--- config.mk ---
export PLATFORM = sky130hd
export DESIGN_NAME = mem_arbiter
export DESIGN_NICKNAME = d
export VERILOG_FILES = /design/src/rtl/npc_mem_pkg.sv /design/src/rtl/mem_arbiter.sv
export SDC_FILE = /design/constraint.sdc
export NUM_CORES = 1
export LEC_CHECK = 0
export BUFFER_PORTS_ARGS = -buffer_cell sky130_fd_sc_hd__buf_2
export CAP_MARGIN = 5
export CORE_AREA = 2 2 120 122
export CTS_CLUSTER_SIZE = 8
export DETAILED_ROUTE_END_ITERATION = 8
export DIE_AREA = 0 0 122 124
export PLACE_DENSITY = 0.68
export SLEW_MARGIN = 20
export SYNTH_ARGS = -nofsm -noshare
export SYNTH_HDL_FRONTEND = slang
export SYNTH_SLANG_ARGS = --single-unit
--- constraint.sdc ---
create_clock -name clk -period 3.8 [get_ports clk]
set_input_delay 0.38 -clock clk [delete_from_list [all_inputs] [get_ports clk]]
set_output_delay 0.38 -clock clk [all_outputs]
set_load 0.05 [all_outputs]
--- src/rtl/npc_mem_pkg.sv ---
// Shared types for the NPC memory-port arbiter.
package npc_mem_pkg;

  // Arbiter FSM states.
  typedef enum logic [1:0] {
    IDLE = 2'd0,
    REQ  = 2'd1,
    RESP = 2'd2
  } mem_arb_state_t;

  // Requester identity; also records who owns the in-flight transaction.
  typedef enum logic {
    OWNER_IFU = 1'b0,
    OWNER_LSU = 1'b1
  } mem_owner_t;

endpackage : npc_mem_pkg

--- src/rtl/mem_arbiter.sv ---
// Shares the single NPC memory port between the ICache refill path and the LSU.
// One single-beat transaction in flight; 2-way round-robin on ties.
module mem_arbiter
  import npc_mem_pkg::*;
#(
  parameter  int unsigned ADDR_W = 32,
  parameter  int unsigned DATA_W = 32,
  localparam int unsigned MASK_W = DATA_W / 8
) (
  input  logic              clk,
  input  logic              reset,
  // ICache refill requester (read only)
  input  logic              ic_req_valid,
  input  logic [ADDR_W-1:0] ic_req_addr,
  output logic              ic_req_ready,
  output logic              ic_resp_valid,
  output logic [DATA_W-1:0] ic_resp_data,
  // LSU requester
  input  logic              lsu_req_valid,
  input  logic              lsu_req_wen,
  input  logic [ADDR_W-1:0] lsu_req_addr,
  input  logic [DATA_W-1:0] lsu_req_wdata,
  input  logic [MASK_W-1:0] lsu_req_wmask,
  output logic              lsu_req_ready,
  output logic              lsu_resp_valid,
  output logic [DATA_W-1:0] lsu_resp_data,
  // Downstream memory port
  output logic              mem_req_valid,
  output logic              mem_req_wen,
  output logic [ADDR_W-1:0] mem_req_addr,
  output logic [DATA_W-1:0] mem_req_wdata,
  output logic [MASK_W-1:0] mem_req_wmask,
  input  logic              mem_req_ready,
  input  logic              mem_resp_valid,
  input  logic [DATA_W-1:0] mem_resp_data,
  // Status / perf
  output logic              busy,
  output logic [31:0]       conflict_cnt
);

  mem_arb_state_t    r_state;
  mem_arb_state_t    w_state_nxt;
  mem_owner_t        r_last_owner;   // also the owner of the in-flight transaction
  logic              r_wen;
  logic [ADDR_W-1:0] r_addr;
  logic [DATA_W-1:0] r_wdata;
  logic [MASK_W-1:0] r_wmask;
  logic [31:0]       r_conflict_cnt;

  logic w_idle;
  logic w_both;
  logic w_grant_lsu;
  logic w_grant_ic;

  // Round-robin pick: LSU wins when alone or when the IFU was served last.
  assign w_idle      = (r_state == IDLE);
  assign w_both      = ic_req_valid & lsu_req_valid;
  assign w_grant_lsu = lsu_req_valid & (~ic_req_valid | (r_last_owner == OWNER_IFU));
  assign w_grant_ic  = ic_req_valid & ~w_grant_lsu;

  // Downstream fields come only from the latched registers so they hold during stalls.
  assign mem_req_wen   = r_wen;
  assign mem_req_addr  = r_addr;
  assign mem_req_wdata = r_wdata;
  assign mem_req_wmask = r_wmask;
  assign busy          = ~w_idle;
  assign conflict_cnt  = r_conflict_cnt;

  // State register.
  always_ff @(posedge clk or posedge reset) begin
    if (reset) r_state <= IDLE;
    else       r_state <= w_state_nxt;
  end

  // Next-state and handshake/response outputs; readies are masked while reset is high.
  always_comb begin
    w_state_nxt    = r_state;
    ic_req_ready   = 1'b0;
    lsu_req_ready  = 1'b0;
    mem_req_valid  = 1'b0;
    ic_resp_valid  = 1'b0;
    ic_resp_data   = '0;
    lsu_resp_valid = 1'b0;
    lsu_resp_data  = '0;
    case (r_state)
      IDLE: begin
        ic_req_ready  = w_grant_ic & ~reset;
        lsu_req_ready = w_grant_lsu & ~reset;
        if (w_grant_ic | w_grant_lsu) w_state_nxt = REQ;
      end
      REQ: begin
        mem_req_valid = 1'b1;
        if (mem_req_ready) w_state_nxt = RESP;
      end
      RESP: begin
        if (r_last_owner == OWNER_IFU) begin
          ic_resp_valid = mem_resp_valid;
          ic_resp_data  = mem_resp_data;
        end else begin
          lsu_resp_valid = mem_resp_valid;
          lsu_resp_data  = mem_resp_data;
        end
        if (mem_resp_valid) w_state_nxt = IDLE;
      end
      default: w_state_nxt = IDLE;
    endcase
  end

  // Capture the granted request; ICache requests are always reads with an empty mask.
  always_ff @(posedge clk or posedge reset) begin
    if (reset) begin
      r_last_owner <= OWNER_IFU;
      r_wen        <= 1'b0;
      r_addr       <= '0;
      r_wdata      <= '0;
      r_wmask      <= '0;
    end else if (w_idle) begin
      if (w_grant_lsu) begin
        r_last_owner <= OWNER_LSU;
        r_wen        <= lsu_req_wen;
        r_addr       <= lsu_req_addr;
        r_wdata      <= lsu_req_wdata;
        r_wmask      <= lsu_req_wmask;
      end else if (w_grant_ic) begin
        r_last_owner <= OWNER_IFU;
        r_wen        <= 1'b0;
        r_addr       <= ic_req_addr;
        r_wdata      <= '0;
        r_wmask      <= '0;
      end
    end
  end

  // Contention counter: IDLE cycles with both requesters valid, wrapping.
  always_ff @(posedge clk or posedge reset) begin
    if (reset)                r_conflict_cnt <= 32'd0;
    else if (w_idle & w_both) r_conflict_cnt <= r_conflict_cnt + 32'd1;
  end

endmodule : mem_arbiter
==> results of run 1 <==
==> how the worst min path moves through the flow <==
stage                     cells past startpoint                           end  slack (ns)                          from
final                                         2        r_state[1]$_DFFE_PP0P_        0.14                         reset
after global routing                          2      r_last_owner$_DFFE_PP0P_        0.20                         reset
after CTS                                     2        r_state[0]$_DFFE_PP0P_        0.17                         reset
after detailed placement                      1  conflict_cnt[31]$_DFFE_PP0P_        0.46  conflict_cnt[31]$_DFFE_PP0P_
after global placement                        2  mem_req_addr[13]$_DFFE_PP0P_        0.46  mem_req_addr[13]$_DFFE_PP0P_
after floorplan                               1        r_state[1]$_DFFE_PP0P_        0.46                mem_resp_valid
==> kinds of logic after synthesis <==
family,count (synthesis)
and+or+nand+nor,167
DFF,104
AOI/OAI and AO/OA,74
buffers and inverters,34
muxes,32
xor gates and xnor gates,31
adders and majority gates,1
==> worst max-delay path, cell delays in order (launching register included) <==
cell and delay (ns):
sky130_fd_sc_hd__dfrtp_1 0.41, sky130_fd_sc_hd__nor2_1 0.35, sky130_fd_sc_hd__inv_1 0.13, sky130_fd_sc_hd__nor4b_1 0.30, sky130_fd_sc_hd__buf_2 0.32
==> cell usage in the layout (no fill, tap or decap), drive strengths merged, types with 2 or more instances in the layout <==
| cell type | instances |
|---|---|
| clkbuf | 10 |
| dfrtp | 104 |
| o21ai | 34 |
| nand4 | 16 |
| and3 | 5 |
| nand2b | 2 |
| nand3 | 13 |
| clkinv | 2 |
| nand2 | 43 |
| a22o | 37 |
| xor2 | 3 |
| xnor2 | 28 |
| nor4 | 4 |
| nor3 | 3 |
| nor2 | 8 |
| inv | 10 |
| mux2i | 32 |
| buf | 315 |
| and2 | 69 |
==> state kept, by name, summed over array words and instances, names as in the netlist <==
name	count
conflict_cnt	32
mem_req_addr	32
mem_req_wdata	32
mem_req_wen	1
mem_req_wmask	4
r_last_owner	1
r_state	2
==> stage by stage <==
step	util (%)	instance area, um^2	hold slack, ns	setup slack, ns
floorplan	-	4850	0.462	0.135
global placement	47.8	6560	0.459	1.84
detailed placement	47.8	6560	0.463	1.81
CTS	49.9	6850	0.166	1.58
global route	49.9	6850	0.198	1.46
finish	49.9	6850	0.140	1.58
==> metal layers <==
layer  vias up  GRT usage (%)  share of wire (%)
met2       181           34.1                 52
met5         -              0                  0
met4         0           4.96                1.2
met3        14           5.04                6.9
li1       2134              -                  -
met1      2109           24.3                 40
==> power groups by stage <==
| stage | clock network [W] | logic (W) | registers, W |
|---|---|---|---|
| 2_1_floorplan | 0 | 0.00116 | 0.00307 |
| 3_3_place_gp | 0 | 0.00324 | 0.00175 |
| 3_5_place_dp | 0 | 0.00327 | 0.00177 |
| 4_1_cts | 0.000923 | 0.00327 | 0.00176 |
| 5_1_grt | 0.000971 | 0.00342 | 0.00181 |
| 6_report | 0.000899 | 0.00325 | 0.00176 |
==> final cells by class <==
type                    instances  area [um^2]  share of cell area (%)
diodes                          1         2.50                  0.0365
clock buffers                  10          239                    3.49
clock inverters                 6         50.0                   0.731
inverters                       7         28.8                   0.420
multi-input cells             305         2110                    30.8
flip-flops and latches        104         2600                    38.0
well taps                     180          225                    3.29
repair buffers                315         1590                    23.2
==> impl_metrics.csv, run 1 <==
group,metric,value,unit
synth,synth_area_per_cell,11.0,um^2
floorplanning,die_w,122,um
worst_hold_path,hp-class,"primary input to async pin",
placement,numPortBuffers,309,
sta,slew_headroom,40.9,%
setup_path,timing_worst_setup_path_type,"flop to output port",
cts,postCtsSetupBuffers,0,
synth,synth.top_cells.by_area,"sky130_fd_sc_hd__dfrtp_1, sky130_fd_sc_hd__and2_1, sky130_fd_sc_hd__a22o_1, sky130_fd_sc_hd__mux2i_1, sky130_fd_sc_hd__xnor2_1",
sta,post-route-min-period,2.22,ns
global_routing,gr-total-overflow,0,
global_routing,vias_in_the_first_global_route,4354,
layout,post_route_cells_drive_above_1_share,45.5,%
routing,routed_wl_per_cell,16.5,um
pwr,sequentialPowerShare,29.8,%
synth,synth_top_flop_cell,"sky130_fd_sc_hd__dfrtp_1",
synth,synth_cells,443,
pwr,peakVddDrop,0.457,mV
routing,drt_iter0_drc,282,
sta,final_max_slew_viol_count,0,
floorplanning,design.core.area,13700,um^2
floorplanning,die_height,124,um
synth,synth.cells.most_frequent,"sky130_fd_sc_hd__dfrtp_1, sky130_fd_sc_hd__and2_1, sky130_fd_sc_hd__nand2_1",
global_routing,grt.total_usage,19.6,%
synth,synthMostInstantiatedCell,"sky130_fd_sc_hd__dfrtp_1",
synth,synth.cell_area,4850,um^2
layout,non_filler_instance_count_after_layout,928,
routing,drtPass1Iterations,4,
global_routing,grt_first_pass_wirelength,23100,um
setup_path,r2r_cells,4,
synth,biggest_area_consumer_among_synthesized_cells,"sky130_fd_sc_hd__dfrtp_1",
synth,syn_nets,583,
pwr,totalPowerFinal,0.00590,W
sta,setup_viol,0,
placement,dp_hpwl,12000,um
routing,num_vias,4438,
cts,tritoncts_clock_tree,"built",
layout,finish.net_count,882,
setup_path,critical_path_required,3.42,ns
pwr,pwr-share-comb,55.0,%
placement,post-place-cells,911,
cts,cts-root-to-sink-buffers,2,
synth,area_fraction_in_compound_gates_after_synthesis,10.7,%
synth,post_synth_fa_ha_maj_area_fraction,0.258,%
cts,clock_insertion_delay_worst_skew,0.34,ns
setup_path,critPathArrivalTime,1.84,ns
cts,cts_htree_levels,3,
routing,detail_route.drc_violations,0,
pwr,clock_power_share,15.2,%
global_routing,antenna_found_initial,3,
cts,cts_num_sinks,104,
synth,fraction_of_registers_with_async_set_reset,100,%
synth,synth_top_area_share,53.6,%
setup_path,worst_r2r_startpoint,"r_state[0]$_DFFE_PP0P_",
floorplanning,floorplan.initialDensity,35.4,%
placement,routabilityCongestion,0.852,
outcome,run_status,"finished, final reports clean",
synth,synth_warnings,0,
setup_path,critical_path_destination,"ic_req_ready",
setup_path,critical_path.startpoint_type,"flop",
routing,total_length_of_routed_wires,15300,um
cts,tritoncts.num_buffers,9,
pwr,sw_frac_of_total,53.4,%
synth,count_of_flip_flops_with_a_built_in_enable_after_synthesis,0,
pwr,total_leakage_power,3.78,nW
floorplanning,io_pins,310,
pwr,powerDensity,862,nW/um^2
global_routing,grt_start_max_net_pins,104,
cts,cts_hold_repair.buffers,0,
cts,cts_repair_resize_count,0,
sta,setup_skew,0.00701,ns
setup_path,timing.critical_path.fanout_max,5,
floorplanning,die-area,15100,um^2
sta,timing.final.hold_violations,0,
run,cap_viol_max_count,0,
floorplanning,std_cell_rows,43,
synth,total_of_flip_flops_plus_latches_after_synthesis,104,
setup_path,timing.critical_path.to_type,"output port",
sta,max_slew.worst_pin.slew,0.886,ns
sta,fmax,0.450,GHz
setup_path,setup.reg_to_reg.worst_slack,1.87,ns
layout,synthToLayoutAreaGrowth,41.1,%
routing,via_per_inst,4.78,
sta,period_share,58.5,%
sta,rsz0062_at_grt,"no",
synth,synthXorXnorAreaFrac,5.59,%
cts,ctsRootBufferMaster,"sky130_fd_sc_hd__clkbuf_16",
synth,post_synth_and_or_nand_nor_area_fraction,19.9,%
pwr,power_switching,0.00315,W
setup_path,worst_r2r_endpoint,"conflict_cnt[30]$_DFFE_PP0P_",
synth,yosysSeqAreaShare,53.6,%
sta,totalNegativeSetupSlack,0,ns
pwr,intPower,0.00275,W
synth,unique_masters_post_synth,30,
synth,synth_top_family_by_area,"simple AND/OR/NAND/NOR gates",
layout,layout.filler_cells,1282,
setup_path,critical_path_source,"r_state[1]$_DFFE_PP0P_",
cts,clk_pin_slew_worst_paths,0.07,ns
synth,fraction_of_synthesized_area_in_multiplexers,6.60,%
routing,ant_nets,0,
Note: power is estimated with default switching activity, not from simulation.
==> run 2: changes to the inputs <==
--- a/config.mk
+++ b/config.mk
@@ -7,11 +7,11 @@
 export LEC_CHECK = 0
 export BUFFER_PORTS_ARGS = -buffer_cell sky130_fd_sc_hd__buf_2
 export CAP_MARGIN = 5
-export CORE_AREA = 2 2 120 122
+export CORE_AREA = 2 2 122 124
 export CTS_CLUSTER_SIZE = 8
 export DETAILED_ROUTE_END_ITERATION = 8
-export DIE_AREA = 0 0 122 124
-export PLACE_DENSITY = 0.68
+export DIE_AREA = 0 0 124 126
+export PLACE_DENSITY = 0.69
 export SLEW_MARGIN = 20
 export SYNTH_ARGS = -nofsm -noshare
 export SYNTH_HDL_FRONTEND = slang
==> constraint.sdc (replaced) <==
create_clock -name clk -period 2 [get_ports clk]
set_input_delay 0.2 -clock clk [delete_from_list [all_inputs] [get_ports clk]]
set_output_delay 0.2 -clock clk [all_outputs]
set_load 0.05 [all_outputs]
==> impl_metrics.csv, run 2 (synthesized netlist as in run 1, its figures left out) <==
group,metric,value,unit
outcome,run_status,"finished, final reports clean",
routing,drt_iter0_drc,216,
placement,routabilityCongestion,0.798,
setup_path,worst_r2r_startpoint,"conflict_cnt[9]$_DFFE_PP0P_",
setup_path,timing.critical_path.fanout_max,16,
floorplanning,die-area,15600,um^2
sta,timing.final.hold_violations,0,
cts,tritoncts.num_buffers,9,
routing,detail_route.drc_violations,0,
global_routing,vias_in_the_first_global_route,4327,
pwr,peakVddDrop,0.739,mV
placement,numPortBuffers,309,
layout,non_filler_instance_count_after_layout,940,
cts,cts-root-to-sink-buffers,2,
global_routing,gr-total-overflow,0,
run,cap_viol_max_count,0,
floorplanning,floorplan.initialDensity,33.9,%
worst_hold_path,hp-class,"primary input to async pin",
sta,fmax,0.515,GHz
setup_path,timing_worst_setup_path_type,"flop to output port",
layout,synthToLayoutAreaGrowth,46.1,%
routing,routed_wl_per_cell,16.9,um
sta,max_slew.worst_pin.slew,0.582,ns
routing,num_vias,4449,
routing,ant_nets,0,
setup_path,critPathArrivalTime,1.74,ns
routing,drtPass1Iterations,4,
placement,post-place-cells,918,
setup_path,worst_r2r_endpoint,"conflict_cnt[29]$_DFFE_PP0P_",
cts,cts_num_sinks,104,
cts,clk_pin_slew_worst_paths,0.07,ns
setup_path,critical_path.startpoint_type,"flop",
pwr,powerDensity,1620,nW/um^2
sta,final_max_slew_viol_count,0,
setup_path,critical_path_required,1.80,ns
sta,totalNegativeSetupSlack,0,ns
setup_path,timing.critical_path.to_type,"output port",
global_routing,grt.total_usage,19.8,%
floorplanning,std_cell_rows,44,
sta,setup_viol,0,
sta,hold-worst-slack,0.0328,ns
sta,period_share,97.1,%
layout,finish.net_count,887,
layout,layout.filler_cells,1403,
layout,most_frequent_standard_cell_in_the_layout_excluding_fill_and_tap_cells,"sky130_fd_sc_hd__buf_2",
global_routing,grt_start_max_net_pins,105,
routing,total_length_of_routed_wires,15800,um
sta,rsz0062_at_grt,"yes",
layout,layout.cells.most_common_list,"sky130_fd_sc_hd__buf_2, sky130_fd_sc_hd__dfrtp_1, sky130_fd_sc_hd__and2_1",
cts,cts_htree_levels,3,
placement,dp_hpwl,12000,um
global_routing,antenna_found_initial,7,
routing,via_per_inst,4.73,
cts,clock_insertion_delay_worst_skew,0.35,ns
sta,slew_headroom,61.2,%
cts,cts_hold_repair.buffers,0,
floorplanning,die_w,124,um
pwr,total_leakage_power,3.81,nW
sta,post-route-min-period,1.94,ns
setup_path,setup.reg_to_reg.worst_slack,0.30,ns
cts,tritoncts_clock_tree,"built",
cts,ctsRootBufferMaster,"sky130_fd_sc_hd__clkbuf_16",
sta,setup_skew,0.00749,ns
cts,postCtsSetupBuffers,0,
floorplanning,die_height,126,um
setup_path,r2r_cells,4,
floorplanning,design.core.area,14300,um^2
layout,post_route_cells_drive_above_1_share,46.4,%
floorplanning,io_pins,310,
global_routing,grt_first_pass_wirelength,23500,um
run 2: cell count changes in the layout (fill, tap and decap cells not counted), sizes merged:
cell      previous run  this run
inv                 10         7
bufinv               0         1
clkbuf              10        49
clkinvlp             1         2
diode                1         4
buf                315       282
run 2: worst max path at each step:
stage          cells after the start                        start                            to  slack (ns)
2_1_floorplan                      2                        reset                 lsu_req_ready       -0.50
6_report                           5       r_state[0]$_DFFE_PP0P_               ic_resp_data[7]        0.06
3_3_place_gp                       4       r_state[1]$_DFFE_PP0P_                  ic_req_ready        0.41
4_1_cts                            5       r_state[0]$_DFFE_PP0P_              ic_resp_data[12]        0.02
3_5_place_dp                       4  conflict_cnt[9]$_DFFE_PP0P_  conflict_cnt[29]$_DFFE_PP0P_        0.33
5_1_grt                            5       r_state[0]$_DFFE_PP0P_              ic_resp_data[29]       -0.03
run 2: final cells by class:
| type | instances | area, um^2 | share of cell area (%) |
|---|---|---|---|
| diodes | 4 | 10.0 | 0.141 |
| clock buffers | 11 | 253 | 3.56 |
| clock inverters | 5 | 63.8 | 0.900 |
| inverters | 7 | 30.0 | 0.424 |
| multi-input cells | 305 | 2130 | 30.1 |
| flip-flops and latches | 104 | 2600 | 36.7 |
| well taps | 184 | 230 | 3.25 |
| repair buffers | 320 | 1770 | 25.0 |
run 2: layer usage:
metal / up-vias / track usage, % / wire [um]
li1: 2151 / - / -
met1: 2085 / 25.0 / 6250
met2: 188 / 32.6 / 7810
met3: 23 / 6.11 / 1450
met4: 2 / 5.95 / 314
met5: - / 0 / 15
run 2: power breakdown:
part,internal [W],switching (W),total (W)
clock,0.00105,0.000787,0.00183
combinational,0.00158,0.00479,0.00637
sequential,0.00286,0.000429,0.00329
total,0.00548,0.00600,0.0115
run 2: worst max-delay path, cell delays in order, from the launching register on:
cell                       delay [ns]
sky130_fd_sc_hd__dfrtp_1         0.41
sky130_fd_sc_hd__nand2b_1        0.22
sky130_fd_sc_hd__nor2_2          0.16
sky130_fd_sc_hd__buf_4           0.22
sky130_fd_sc_hd__and2_1          0.15
sky130_fd_sc_hd__clkbuf_4        0.23
run 2: timing repair:
action,4_1_cts,5_1_grt
pin swaps,0,0
gates cloned,0,2
endpoints found under the hold margin,0,0
gates resized for setup,1,46
setup endpoints to repair,1,67
run 2: per-stage QoR:
step                setup WS (ns)  utilization [%]  instance area (um^2)  total power, W
floorplan                  -0.502                -                  4870         0.00806
global placement            0.405             46.4                  6640         0.00956
detailed placement          0.327             46.4                  6640         0.00964
CTS                        0.0200             48.6                  6960          0.0115
global route              -0.0262             49.5                  7080          0.0121
finish                     0.0573             49.5                  7090          0.0115
